--- src/rtl/i2c_target.sv ---
// I2C target with an 8-bit register pointer: write sets pointer then streams data,
// read streams from the pointer. SCL and SDA are oversampled on the system clock.
module i2c_target #(
  parameter logic [6:0] pSlaveAdrs = 7'h50,
  parameter int         pSyncStage = 2
) (
  input  logic       iSysClk,
  input  logic       iSysRst,
  input  logic       iScl,
  input  logic       iSda,
  output logic       oSdaOe,
  output logic [7:0] oRegAdrs,
  output logic [7:0] oRegWd,
  output logic       oRegWe,
  input  logic [7:0] iRegRd,
  output logic       oBusy
);

  typedef enum logic [3:0] {
    IDLE, ADRS, ADRS_ACK, PTR, PTR_ACK, WDATA, WDATA_ACK, RDATA, RDATA_ACK, IGNORE
  } state_e;

  logic [pSyncStage-1:0] scl_sync_q, sda_sync_q;
  logic                  scl_prev_q, sda_prev_q;
  logic                  scl_s, sda_s;
  logic                  scl_rise, scl_fall, start_det, stop_det;

  state_e     state_q, state_d;
  logic [3:0] bit_cnt_q, bit_cnt_d;
  logic [7:0] shift_q, shift_d;
  logic [7:0] reg_adrs_q, reg_adrs_d;
  logic [7:0] reg_wd_q, reg_wd_d;
  logic       reg_we_q, reg_we_d;
  logic       sda_oe_q, sda_oe_d;
  logic       busy_q, busy_d;
  logic       rw_q, rw_d;

  assign scl_s     = scl_sync_q[pSyncStage-1];
  assign sda_s     = sda_sync_q[pSyncStage-1];
  assign scl_rise  = scl_s & ~scl_prev_q;
  assign scl_fall  = ~scl_s & scl_prev_q;
  assign start_det = scl_s & scl_prev_q & sda_prev_q & ~sda_s;
  assign stop_det  = scl_s & scl_prev_q & ~sda_prev_q & sda_s;

  // NOTE: every next-state variable gets a default first so no latch can be inferred.
  always_comb begin
    state_d    = state_q;
    bit_cnt_d  = bit_cnt_q;
    shift_d    = shift_q;
    reg_adrs_d = reg_adrs_q;
    reg_wd_d   = reg_wd_q;
    reg_we_d   = 1'b0;
    sda_oe_d   = sda_oe_q;
    busy_d     = busy_q;
    rw_d       = rw_q;

    if (stop_det) begin
      state_d   = IDLE;
      bit_cnt_d = 4'd0;
      sda_oe_d  = 1'b0;
      busy_d    = 1'b0;
    end else if (start_det) begin
      state_d   = ADRS;
      bit_cnt_d = 4'd0;
      sda_oe_d  = 1'b0;
      busy_d    = 1'b0;
    end else begin
      case (state_q)
        ADRS: if (scl_rise) begin
          shift_d = {shift_q[6:0], sda_s};
          if (bit_cnt_q == 4'd7) begin
            bit_cnt_d = 4'd0;
            rw_d      = sda_s;
            if (shift_q[6:0] == pSlaveAdrs && pSlaveAdrs != 7'h00) begin
              state_d = ADRS_ACK;
              busy_d  = 1'b1;
            end else begin
              state_d = IGNORE;
            end
          end else begin
            bit_cnt_d = bit_cnt_q + 4'd1;
          end
        end
        // ACK states: first fall pulls SDA, second fall ends the ACK slot
        ADRS_ACK: if (scl_fall) begin
          if (!sda_oe_q) begin
            sda_oe_d = 1'b1;
          end else if (rw_q) begin
            state_d   = RDATA;
            shift_d   = iRegRd;
            sda_oe_d  = ~iRegRd[7];
            bit_cnt_d = 4'd0;
          end else begin
            state_d   = PTR;
            sda_oe_d  = 1'b0;
            bit_cnt_d = 4'd0;
          end
        end
        PTR: if (scl_rise) begin
          shift_d = {shift_q[6:0], sda_s};
          if (bit_cnt_q == 4'd7) begin
            reg_adrs_d = {shift_q[6:0], sda_s};
            state_d    = PTR_ACK;
            bit_cnt_d  = 4'd0;
          end else begin
            bit_cnt_d = bit_cnt_q + 4'd1;
          end
        end
        PTR_ACK: if (scl_fall) begin
          if (!sda_oe_q) begin
            sda_oe_d = 1'b1;
          end else begin
            sda_oe_d  = 1'b0;
            state_d   = WDATA;
            bit_cnt_d = 4'd0;
          end
        end
        WDATA: if (scl_rise) begin
          shift_d = {shift_q[6:0], sda_s};
          if (bit_cnt_q == 4'd7) begin
            reg_wd_d  = {shift_q[6:0], sda_s};
            reg_we_d  = 1'b1;
            state_d   = WDATA_ACK;
            bit_cnt_d = 4'd0;
          end else begin
            bit_cnt_d = bit_cnt_q + 4'd1;
          end
        end
        // Pointer advances after the strobe so the write sees the old address
        WDATA_ACK: if (scl_fall) begin
          if (!sda_oe_q) begin
            sda_oe_d   = 1'b1;
            reg_adrs_d = reg_adrs_q + 8'd1;
          end else begin
            sda_oe_d  = 1'b0;
            state_d   = WDATA;
            bit_cnt_d = 4'd0;
          end
        end
        RDATA: begin
          if (scl_rise) begin
            bit_cnt_d = bit_cnt_q + 4'd1;
            shift_d   = {shift_q[6:0], 1'b0};
          end else if (scl_fall) begin
            if (bit_cnt_q == 4'd8) begin
              sda_oe_d   = 1'b0;
              reg_adrs_d = reg_adrs_q + 8'd1;
              state_d    = RDATA_ACK;
              bit_cnt_d  = 4'd0;
            end else begin
              sda_oe_d = ~shift_q[7];
            end
          end
        end
        RDATA_ACK: begin
          if (scl_rise) begin
            if (sda_s) begin
              state_d = IGNORE;
              busy_d  = 1'b0;
            end else begin
              bit_cnt_d = 4'd1;
            end
          end else if (scl_fall && bit_cnt_q == 4'd1) begin
            state_d   = RDATA;
            shift_d   = iRegRd;
            sda_oe_d  = ~iRegRd[7];
            bit_cnt_d = 4'd0;
          end
        end
        IDLE, IGNORE: ;
        default: state_d = IDLE;
      endcase
    end
  end

  // NOTE: non-blocking assignments make every register update from the same pre-edge values.
  always_ff @(posedge iSysClk) begin
    if (!iSysRst) begin
      scl_sync_q <= '1;
      sda_sync_q <= '1;
      scl_prev_q <= 1'b1;
      sda_prev_q <= 1'b1;
      state_q    <= IDLE;
      bit_cnt_q  <= 4'd0;
      shift_q    <= 8'd0;
      reg_adrs_q <= 8'd0;
      reg_wd_q   <= 8'd0;
      reg_we_q   <= 1'b0;
      sda_oe_q   <= 1'b0;
      busy_q     <= 1'b0;
      rw_q       <= 1'b0;
    end else begin
      scl_sync_q <= {scl_sync_q[pSyncStage-2:0], iScl};
      sda_sync_q <= {sda_sync_q[pSyncStage-2:0], iSda};
      scl_prev_q <= scl_s;
      sda_prev_q <= sda_s;
      state_q    <= state_d;
      bit_cnt_q  <= bit_cnt_d;
      shift_q    <= shift_d;
      reg_adrs_q <= reg_adrs_d;
      reg_wd_q   <= reg_wd_d;
      reg_we_q   <= reg_we_d;
      sda_oe_q   <= sda_oe_d;
      busy_q     <= busy_d;
      rw_q       <= rw_d;
    end
  end

  assign oSdaOe   = sda_oe_q;
  assign oRegAdrs = reg_adrs_q;
  assign oRegWd   = reg_wd_q;
  assign oRegWe   = reg_we_q;
  assign oBusy    = busy_q;

endmodule

--- config.mk ---
export PLATFORM = sky130hd
export DESIGN_NAME = i2c_target
export DESIGN_NICKNAME = d
export VERILOG_FILES = /design/src/rtl/i2c_target.sv
export SDC_FILE = /design/constraint.sdc
export NUM_CORES = 1
export LEC_CHECK = 0
export ABC_AREA = 0
export CORE_UTILIZATION = 51
export DETAILED_ROUTE_END_ITERATION = 8
export MAX_ROUTING_LAYER = met4
export PLACE_DENSITY = 0.78
export SKIP_CTS_REPAIR_TIMING = 1
export SLEW_MARGIN = 0
export SYNTH_ARGS = -nofsm -noshare
export SYNTH_HDL_FRONTEND = slang
export SYNTH_SLANG_ARGS = --single-unit
--- constraint.sdc ---
create_clock -name iSysClk -period 3.2 [get_ports iSysClk]
set_clock_uncertainty 0.1 [all_clocks]
set_input_delay 0.64 -clock iSysClk [delete_from_list [all_inputs] [get_ports iSysClk]]
set_output_delay 0.64 -clock iSysClk [all_outputs]
set_load 0.03 [all_outputs]
==> metrics.cfg, run 1 <==
[status]
status=finished clean

[synthesis]
dominantRegCellSynth=dfxtp_1
synth_cells=310
syn-num-nets=329
async_flop_share_pct=0
synth-edff-count=0
postSynthAreaPerCell_um2=8.49
yosys.area.top_type=dfxtp_1
synth_top_area_share_pct=31.9
synth_seq_cells=42
synth.area.top_cells=dfxtp_1, nand2_1, mux2i_1
ys_seq_area_share_pct=31.9
synth_cell_type_count=65
ys.warnings.count=0
syn_area_um2=2630

[global_routing]
antenna_found_initial=0
grt_pass1_vias=2176
grt.overflow.total=0
grt_max_degree=33
grt_usage_pct=26.1
grt_pass1_wl_mm=10.4

[setup_path]
worst-path-buf-inv=0
critPathMaxStageDelay_ns=0.74
end_kind=flip-flop
worstPathRequired_ns=3.29
crit_slowest_cell=dfxtp_1
critical-path-top-delay-family=simple AND/OR/NAND/NOR gates
path_cells=nand2b_1 > nor3_1 > and3b_1 > mux2i_1 > nor2b_1
crit_path_start_kind=flip-flop
path_max_fanout=21
worstPathArrival_ns=2.61
crit_type=reg2reg

[die]
die_h_um=73.8
die-area_um2=5450
die_width_um=73.8
core_region_area_um2=4850
row_count=25
io_pins=31
start_util_pct=54.3

[clock_tree]
h-tree-depth=2
worstSkewPairLatency_ns=0.29
clock-sinks=42
cts_made_buffers=5
cts_tree=built
clockBufferDepth=2
clk_pin_slew_ns=0.08
root_buffer=clkbuf_8

[placement]
placed_area_um2=2920
dp.cells=389
place_congestion=0.923
place_hpwl_mm=4.50
portBuffers=30

[pwr]
power_density_nw_per_um2=543
p_leak_nw=1.18
ir_drop_v=0.000278

[timing]
maxSlewHeadroom_pct=40.4
period_share_pct=79.0
worst_pin_slew_ns=0.892
finalSetupTns_ns=0
maxSlewViolCount=0
max_freq_ghz=0.396
finalCriticalPeriod_ns=2.53
holdWs_ns=0.318
grt_setup_unrepaired=false
setup_viol=0
hold_viol=0

[detailed_routing]
dr.pass1.iters=6
final_antenna_net_count=0
drt_wl_total_mm=6.41
vias=2420
vias_per_cell=6.10
drtIter0Drc=298
wl_per_cell_um=16.1
drc=0

[flow_run]
cap_violations=0

[final_layout]
nFillCells=454
design_area_um2=3020
final_util_pct=62.3
nets=348
regArea_um2=841
final_common_cell=dfxtp_1
syn_to_final_growth_pct=14.8
multi_input_area_um2=1620
mostFrequentLayoutCells=dfxtp_1, nand2_1, clkdlybuf4s50_1, a21oi_1, nand3_1
antenna_cells=0
layout.cells.non_filler=397
layout-drive-gt1-share_pct=6.97

[min_path]
hold_path.class=reg2reg

==> cell usage after synthesis (4+ instances only) <==
cell	number
nor2_1	7
o211ai_1	5
mux2i_1	11
a21oi_1	15
and2_1	4
nand2b_1	11
clkbuf_1	6
o21ai_1	7
a31oi_1	6
nand3b_1	4
and3_1	4
inv_1	11
nand3_1	14
dfxtp_1	42
nand2_1	36
o211a_1	8
ha_1	7
nor2b_1	13
a21boi_1	7
nor3_1	5
buf_2	9
o21ai_0	9
==> sequential cells by signal, indices dropped and copies added, names as in the netlist, 2 cells and up <==
register and count:
oRegAdrs 8, oRegWd 8, shift_q 8, bit_cnt_q 4
state_q 4, scl_sync_q 2, sda_sync_q 2
==> kinds of logic after synthesis <==
kind of cell | synth area share (%)
adders and majority gates | 3.33
buffers and inverters | 6.42
DFF | 31.9
and+or+nand+nor | 27.0
xor gates and xnor gates | 0.333
AOI/OAI and AO/OA | 26.3
muxes | 4.61
==> where the power goes <==
part / internal, W / switching [W] / leakage [nW]
clock: 0.000234 / 0.000181 / 0.0524
sequential: 0.000575 / 0.000114 / 0.341
combinational: 0.000246 / 0.000290 / 0.783
total: 0.00105 / 0.000586 / 1.18
==> final cells by class <==
class	instances	area share, %
well taps	67	2.77
multi-input cells	235	53.7
flip-flops and latches	42	27.8
inverters	12	1.49
clock inverters	1	0.994
clock buffers	7	2.53
repair buffers	33	10.7
==> layer usage <==
metal  share of wire (%)  global-route usage, %  vias to the layer above  wire (µm)
met5                   0                      -                        -          0
met4                 2.3                   10.0                        0        147
met3                 5.0                   4.94                       15        319
met2                  47                   41.9                       82       3010
met1                  46                   32.5                     1149       2930
li1                    -                      -                     1174          -
==> worst register-to-register path, cell delays in order (launching register included) <==
cell and delay, ns:
dfxtp_1 0.74, nand2b_1 0.41, nor3_1 0.33, and3b_1 0.53, mux2i_1 0.26, nor2b_1 0.06
==> per-stage QoR <==
| step | worst slack, ns | power [W] |
|---|---|---|
| finish | 0.674 | 0.00164 |
| global route | 0.416 | 0.00174 |
| CTS | 0.707 | 0.00164 |
| detailed placement | 0.731 | 0.00123 |
| floorplan | 1.35 | 0.00111 |
| global placement | 0.807 | 0.00122 |
==> worst paths after layout <==
| path | start | to | slack (ns) | cells after the start |
|---|---|---|---|---|
| worst max register to register | state_q[0] | oRegWd[4] | 0.67 | 5 |
| worst min register to register | scl_sync_q[0] | scl_sync_q[1] | 0.32 | 1 |
| worst min-delay path | scl_sync_q[0] | scl_sync_q[1] | 0.32 | 1 |
| worst max-delay path | state_q[0] | oRegWd[4] | 0.67 | 5 |
No activity file was read; power rests on OpenSTA's default activity.
==> inputs of run 2 (changes only) <==
==> constraint.sdc (replaced) <==
create_clock -name iSysClk -period 2.63 [get_ports iSysClk]
set_clock_uncertainty 0.1 [all_clocks]
set_input_delay 0.526 -clock iSysClk [delete_from_list [all_inputs] [get_ports iSysClk]]
set_output_delay 0.526 -clock iSysClk [all_outputs]
set_load 0.03 [all_outputs]
==> metrics.cfg, run 2 (synthesis results as in run 1) <==
[die]
row_count=25
start_util_pct=54.3
core_region_area_um2=4850
die-area_um2=5450
die_h_um=73.8
io_pins=31
die_width_um=73.8

[detailed_routing]
drt_wl_total_mm=6.44
drc=0
wl_per_cell_um=16.0
vias_per_cell=6.14
vias=2474
drtIter0Drc=220
dr.pass1.iters=5
final_antenna_net_count=0

[timing]
max_freq_ghz=0.427
period_share_pct=89.0
finalCriticalPeriod_ns=2.34
worst_pin_slew_ns=0.685
fin_ws_ns=0.290
finalSetupTns_ns=0
hold_viol=0
holdWs_ns=0.322
maxSlewHeadroom_pct=54.3
grt_setup_unrepaired=false
setup_viol=0
maxSlewViolCount=0

[pwr]
power_density_nw_per_um2=639
p_leak_nw=1.20
ir_drop_v=0.000327

[final_layout]
syn_to_final_growth_pct=15.9
layout.cells.non_filler=403
mostFrequentLayoutCells=dfxtp_1, nand2_1, clkdlybuf4s50_1, a21oi_1, nand3_1
antenna_cells=0
final_common_cell=dfxtp_1
nets=355
nFillCells=431
layout-drive-gt1-share_pct=9.23
final_util_pct=62.9

[global_routing]
grt_usage_pct=25.3
grt.overflow.total=0
grt_max_degree=23
antenna_found_initial=0
grt_pass1_vias=2139
grt_pass1_wl_mm=10.3

[clock_tree]
worstSkewPairLatency_ns=0.30
root_buffer=clkbuf_8
clockBufferDepth=2
h-tree-depth=2
clk_pin_slew_ns=0.08
clock-sinks=42
cts_tree=built
cts_made_buffers=5

[flow_run]
cap_violations=0

[setup_path]
worstPathArrival_ns=2.43
crit_path_start_kind=flip-flop
end_kind=flip-flop
crit_type=reg2reg
worstPathRequired_ns=2.72
path_max_fanout=12

[status]
status=finished clean

[placement]
dp.cells=396
portBuffers=30
place_hpwl_mm=4.50
pre_cts_ws_ns=0.314
place_congestion=0.989

[min_path]
hold_path.class=reg2reg

-- run 2: cell count changes in the layout (fill, tap and decap cells not counted), sizes merged --
| cell | previous run | this run |
|---|---|---|
| clkinvlp | 0 | 2 |
| bufinv | 1 | 0 |
| clkbuf | 7 | 5 |
| buf | 3 | 10 |
-- run 2: report_power, final --
group / switching [W] / total, W / leakage (nW) / internal, W
sequential: 0.000114 / 0.000813 / 0.341 / 0.000699
combinational: 0.000399 / 0.000721 / 0.819 / 0.000323
clock: 0.000235 / 0.000417 / 0.0362 / 0.000182
total: 0.000748 / 0.00195 / 1.20 / 0.00120
-- run 2: worst max-delay path, cell delays in order (launching register included) --
cell and delay, ns:
dfxtp_1 0.33, inv_1 0.06, ha_1 0.45, inv_2 0.12, nor3_1 0.34, and3b_1 0.53, mux2i_1 0.25, nor2b_1 0.06
-- run 2: final timing paths --
check,slack [ns],from,depth (start not counted),end
setup / recovery,0.29,scl_prev_q,7,oRegWd[1]
hold / removal,0.32,sda_sync_q[0],1,sda_sync_q[1]
setup reg to reg,0.29,scl_prev_q,7,oRegWd[1]
hold reg to reg,0.32,sda_sync_q[0],1,sda_sync_q[1]
-- run 2: stage by stage --
| stage | power (W) | instance area, µm² |
|---|---|---|
| floorplan | 0.00135 | 2630 |
| global placement | 0.00151 | 2970 |
| detailed placement | 0.00153 | 2970 |
| CTS | 0.00194 | 3050 |
| global route | 0.00204 | 3050 |
| finish | 0.00195 | 3050 |
-- run 2: final cells by class --
class,instances,area [µm²],share of cell area (%)
Clock buffer,5,68.8,2.26
Clock inverter,2,15.0,0.492
Inverter,12,45.0,1.48
Multi-Input combinational cell,235,1620,53.2
Sequential cell,42,841,27.6
Tap cell,67,83.8,2.75
Timing Repair Buffer,40,375,12.3
-- run 2: per-layer routing --
layer  track usage, %  vias up  share of wire [%]
met1             32.8     1164                 44
met2             38.7      113                 46
met3             5.08       16                6.9
met5                -        -                  0
li1                 -     1181                  -
met4             9.19        0                2.5
